===== src/rtl/reg_writeback_unit.sv =====
// Write-side master for the register file's single write port: merges MEM/WB
// results with buffered long-latency results and reports pending writes.
module reg_writeback_unit #(
  parameter int DEPTH = 2,
  parameter int CW    = 2
) (
  input  logic          clk,
  input  logic          reset,
  input  logic          pipe_valid_i,
  input  logic [4:0]    pipe_rd_i,
  input  logic [31:0]   pipe_data_i,
  input  logic          lat_valid_i,
  input  logic [4:0]    lat_rd_i,
  input  logic [31:0]   lat_data_i,
  output logic          lat_ready_o,
  output logic          rf_we_o,
  output logic [4:0]    rf_rd_o,
  output logic [31:0]   rf_din_o,
  input  logic [4:0]    q_rs1_i,
  input  logic [4:0]    q_rs2_i,
  output logic          q_hit1_o,
  output logic          q_hit2_o,
  output logic [CW-1:0] pend_count_o
);

  localparam int AW = $clog2(DEPTH);
  localparam logic [CW-1:0] DEPTH_C = CW'(DEPTH);

  logic [4:0]    rd_mem   [DEPTH];
  logic [31:0]   data_mem [DEPTH];
  logic [DEPTH-1:0] vld_q, vld_d;
  logic [AW-1:0] head_q, head_d, tail_q, tail_d;
  logic [CW-1:0] count_q, count_d;

  logic          rf_we_q, rf_we_d;
  logic [4:0]    rf_rd_q, rf_rd_d;
  logic [31:0]   rf_din_q, rf_din_d;

  logic pipe_wr, push, pop;

  assign lat_ready_o  = !reset && (count_q < DEPTH_C);
  assign rf_we_o      = rf_we_q;
  assign rf_rd_o      = rf_rd_q;
  assign rf_din_o     = rf_din_q;
  assign pend_count_o = count_q;

  // Port arbitration: a pipe write with a real destination always wins.
  always_comb begin
    pipe_wr  = pipe_valid_i && (pipe_rd_i != 5'd0);
    pop      = !pipe_wr && (count_q != '0);
    push     = lat_valid_i && lat_ready_o && (lat_rd_i != 5'd0);
    rf_we_d  = 1'b0;
    rf_rd_d  = rf_rd_q;
    rf_din_d = rf_din_q;
    if (pipe_wr) begin
      rf_we_d  = 1'b1;
      rf_rd_d  = pipe_rd_i;
      rf_din_d = pipe_data_i;
    end else if (pop) begin
      rf_we_d  = 1'b1;
      rf_rd_d  = rd_mem[head_q];
      rf_din_d = data_mem[head_q];
    end
  end

  always_comb begin
    vld_d   = vld_q;
    head_d  = head_q;
    tail_d  = tail_q;
    count_d = count_q;
    if (pop) begin
      vld_d[head_q] = 1'b0;
      head_d        = head_q + 1'b1;
    end
    if (push) begin
      vld_d[tail_q] = 1'b1;
      tail_d        = tail_q + 1'b1;
    end
    case ({push, pop})
      2'b10:   count_d = count_q + 1'b1;
      2'b01:   count_d = count_q - 1'b1;
      default: count_d = count_q;
    endcase
  end

  // Pending-write query covers buffered entries and the write now on the port.
  always_comb begin
    q_hit1_o = rf_we_q && (rf_rd_q == q_rs1_i);
    q_hit2_o = rf_we_q && (rf_rd_q == q_rs2_i);
    for (int i = 0; i < DEPTH; i++) begin
      if (vld_q[i] && (rd_mem[i] == q_rs1_i)) q_hit1_o = 1'b1;
      if (vld_q[i] && (rd_mem[i] == q_rs2_i)) q_hit2_o = 1'b1;
    end
    if (q_rs1_i == 5'd0) q_hit1_o = 1'b0;
    if (q_rs2_i == 5'd0) q_hit2_o = 1'b0;
  end

  always_ff @(posedge clk) begin
    if (reset) begin
      vld_q    <= '0;
      head_q   <= '0;
      tail_q   <= '0;
      count_q  <= '0;
      rf_we_q  <= 1'b0;
      rf_rd_q  <= 5'd0;
      rf_din_q <= 32'd0;
    end else begin
      vld_q    <= vld_d;
      head_q   <= head_d;
      tail_q   <= tail_d;
      count_q  <= count_d;
      rf_we_q  <= rf_we_d;
      rf_rd_q  <= rf_rd_d;
      rf_din_q <= rf_din_d;
    end
  end

  // Entry storage carries no reset; validity lives in vld_q.
  always_ff @(posedge clk) begin
    if (push) begin
      rd_mem[tail_q]   <= lat_rd_i;
      data_mem[tail_q] <= lat_data_i;
    end
  end

endmodule


===== config.mk =====
export PLATFORM = sky130hd
export DESIGN_NAME = reg_writeback_unit
export DESIGN_NICKNAME = d
export VERILOG_FILES = /design/src/rtl/reg_writeback_unit.sv
export SDC_FILE = /design/constraint.sdc
export NUM_CORES = 1
export LEC_CHECK = 0
export BUFFER_PORTS_ARGS = -buffer_cell sky130_fd_sc_hd__buf_2
export CAP_MARGIN = 20
export CORE_MARGIN = 3
export CORE_UTILIZATION = 35
export CTS_CLUSTER_DIAMETER = 100
export CTS_CLUSTER_SIZE = 14
export DETAILED_ROUTE_END_ITERATION = 10
export PLACE_DENSITY_LB_ADDON = 0.1
export RECOVER_POWER = 50
export REMOVE_ABC_BUFFERS = 1
export SETUP_SLACK_MARGIN = 0.3
export SLEW_MARGIN = 40
export SYNTH_ARGS = -nofsm -noshare
export SYNTH_HDL_FRONTEND = slang
export SYNTH_SLANG_ARGS = --single-unit

===== constraint.sdc =====
create_clock -name clk -period 5 [get_ports clk]
set_clock_uncertainty 0.15 [all_clocks]
set_input_delay 1.25 -clock clk [delete_from_list [all_inputs] [get_ports clk]]
set_output_delay 1.25 -clock clk [all_outputs]
set_load 0.1 [all_outputs]

==> summary.md <==
| Metric | Value |
|---|---|
| TritonRoute pass-1 iters | 4 |
| Global routing usage summed across all routing layers | 0.159 |
| Area of the core | roughly 13000 um2 |
| Remaining global-route overflow | 0 |
| FILL cells | around 1400 |
| Sequential cell area fraction in the yosys report | 0.636 |
| CTS Sinks | around 120 |
| Hold Path Origin | pend_count_o[1] |
| Initial Utilization | 0.365 |
| R2R depth | 4 |
| Top cell type's share of synthesized area | 0.453 |
| Cell breakdown of the critical path | buf_2, xor2_1, nor4_1, nand3_1, a21oi_1, buf_2 |
| Async set or reset register ratio after synthesis | 0 |
| Maximum clock rate | roughly 250 MHz |
| Reg-to-Reg Start | pend_count_o[1] |
| Shortest clock period the worst path allows after layout | approximately 4000 ps |
| Register bit count reported by yosys | between 100 and 150 |
| Register Area | about 3100 um2 |
| Ant. Diodes | 0 |
| Die outline height | roughly 120 um |
| Max Root-Sink Buffers | 2 |
| Setup repair after global routing missed its margin | no |
| Max Fanout on Critical Path | 4 |
| Area of the die | 15500 um2 |
| Area of combinational cells with multiple inputs | around 1700 um2 |
| Final hold violation count | 0 |
| Most common cell after layout, fill and taps aside | sky130_fd_sc_hd__buf_2 |
| Largest voltage drop on the vdd net | between 0.2 and 0.25 mV |
| Synth top area cells | sky130_fd_sc_hd__edfxtp_1 (45%), sky130_fd_sc_hd__dfxtp_1 (18%), sky130_fd_sc_hd__mux2i_1 (7.5%), sky130_fd_sc_hd__o211ai_1 (5.8%), sky130_fd_sc_hd__nand2_1 (5.7%) |
| Average vias per placed instance | 4.92 |
| Synthesized cell area | 4910 um2 |
| Number of synthesis warnings | 0 |
| Overall power of the completed layout | about 3.4 mW |
| Number of vias after detailed routing | between 3000 and 4000 |
| Sort of element at the start of the critical path | primary input |
| Critical path type | in -> out |
| Dominant combinational cell family by area after synthesis | compound AO/OA/AOI/OAI gates |
| Drt initial violations | approximately 160 |
| Setup crit end kind | output port |
| Simple-gate area share of the yosys netlist | 0.0913 |
| Setup-failing EPs final | 0 |
| Cell at the root of the clock tree | sky130_fd_sc_hd__clkbuf_16 |
| Period utilisation layout | 0.799 |
| Cell taking the most area after synthesis | sky130_fd_sc_hd__edfxtp_1 |
| Level count of the clock H-tree | 4 |
| Final count of pins violating max slew | 0 |
| # Post-CTS Setup Buffers | 0 |
| CTS tree | built |
| Post-route ant nets | 0 |
| Quantity of hold-fixing buffers added after cts | 0 |
| Most used cell, CP | sky130_fd_sc_hd__buf_2 |
| Number of distinct library cell variants in the gate-level netlist after synthesis | 31 |
| Post-synth top flop | sky130_fd_sc_hd__edfxtp_1 |
| Result of the run | complete, no violations |
| Std-Cell Rows | 42 |
| Slowest stage delay, CP | between 400 and 500 ps |
| Layout area overhead | 26.6% |
| Worst Hold Class | reg -> reg |
| Data arrival, critical path | around 2600 ps |
| Sink of the worst hold path | pend_count_o[1] |
| Via count of the first global-routing pass | around 3800 |
| Headroom to the max-slew limit | 0.220 |
| Count of nets after finishing | around 630 |
| Inserted Clock Buffers | 17 |
| Leading cell types in the layout, fill and taps excluded | sky130_fd_sc_hd__buf_2 (76), sky130_fd_sc_hd__nand2_1 (75), sky130_fd_sc_hd__edfxtp_1 (74) |
| EDFF count, synth | between 70 and 80 |
| Routed len/inst | 16.4 um |
| Initial antenna violation count | 1 |
| IO Count | roughly 130 |
| Total of max-cap violations | 0 |
| Maximum number of pins on one net before global-route repair | between 40 and 50 |
| Post-DP HPWL | 8.18 mm |
| CP required | 3600 ps |
| Reg2reg setup slack | 2790 ps |
| Port buffer count | 130 |
| Multiplexer area fraction after synthesis | 0.0755 |
| Least-Margin Pin Slew | roughly 1200 ps |
| Post-Syn Area per Cell | 12.0 um2 |
| Clock insertion delay at the later pin of the skew report | about 410 ps |
| Power density of the placed cells | roughly 550 nW/um2 |
| Post_cts resized | 0 |
| Leakage | approximately 2.2 nW |
| Wire length of the first global-routing pass | around 19 mm |
| Adder-cell area share of the yosys netlist | 0.00255 |
| DRC violation count after routing | 0 |
| Total negative slack | 0 ps |
| Synthesized instance count | 408 |
| Wirelength, routed | approximately 12 mm |
| Critical Path Slowest Stage Cell | sky130_fd_sc_hd__buf_2 |
| Share of cells above drive strength 1 | 0.207 |
| Clock-pin slew on the worst setup and hold paths | about 50 ps |
| Synth Area in Compound Gates | 0.111 |
| Hold Path Stages | 2 |
| R2R Path End | data_mem[1][2] |
| Post-synthesis share of cell area spent on xor and xnor gates | 0.0589 |
| Horizontal extent of the die | between 100 and 150 um |
| GPL Wtd Cong | ~0.84 |
[worst max-delay path by stage]
stage | start | endpoint | slack, ps | cells past startpoint
6_report | q_rs2_i[2] | q_hit2_o | 1010 | 6
5_1_grt | q_rs2_i[2] | q_hit2_o | 920 | 6
4_1_cts | q_rs2_i[2] | q_hit2_o | 990 | 6
3_5_place_dp | q_rs2_i[2] | q_hit2_o | 1000 | 6
3_3_place_gp | q_rs2_i[0] | q_hit2_o | 1090 | 6
2_1_floorplan | reset | data_mem[1][0] | -250 | 3
[sequential cells by signal, summed over array words and instances (netlist names), named ones only]
name          flops
rf_din_o         32
rd_mem           10
tail_q            1
data_mem         64
vld_q             2
rf_we_o           1
rf_rd_o           5
pend_count_o      2
head_q            1
[per-stage QoR]
step	area, um2	hold slack, ps	instances	util	setup WS (ps)
detailed placement	5750	375	696	0.427	1000
CTS	6280	385	728	0.467	995
global placement	5750	367	696	0.427	1090
global route	6210	420	728	0.462	917
floorplan	4790	320	383	-	-253
finish	6210	391	728	0.462	1010
[synth_stat cells, drive strengths merged (6+ instances only)]
| cell type | number |
|---|---|
| xor2 | 25 |
| o211ai | 38 |
| nor4 | 6 |
| buf | 9 |
| nand2 | 75 |
| a21oi | 42 |
| nor2 | 9 |
| xnor2 | 8 |
| mux2i | 37 |
| clkbuf | 16 |
| dfxtp | 45 |
| edfxtp | 74 |
[layout make-up]
type,instances,share of cell area
inverter,2,0.00121
tap,176,0.0354
sequential,119,0.503
timing repair buffer,137,0.102
multi-input combinational,262,0.272
clock buffer,28,0.0834
clock inverter,4,0.00302
[layer usage]
metal  track usage  share of wire  vias to the layer above  wire (um)
met5             0         0.0011                        -         13
met4        0.0645          0.021                        2        248
met3        0.0596          0.060                       18        722
met2         0.266           0.49                       88       5810
met1         0.183           0.43                     1711       5160
li1              -              -                     1764          -
[worst max-delay path, delay by kind of cell]
| family | cells | cell delay, ps |
|---|---|---|
| AOI/OAI and AO/OA | 1 | 170 |
| xor gates and xnor gates | 1 | 140 |
| and+or+nand+nor | 2 | 450 |
| buffers and inverters | 2 | 580 |
[cells by family after synthesis]
group,after synthesis
flip-flops,119
AND/OR/NAND/NOR,104
multiplexers,37
adder cells (fa/ha/maj),1
XOR/XNOR,33
AO/OA/AOI/OAI,87
buffers and inverters,27
[where the power goes]
group	internal [mW]	leakage, nW	total (mW)	switching [mW]
clock	0.697	0.265	1.09	0.393
sequential	1.17	1.05	1.25	0.0867
combinational	0.258	0.914	1.10	0.843
(Power assumes the default switching activity.)
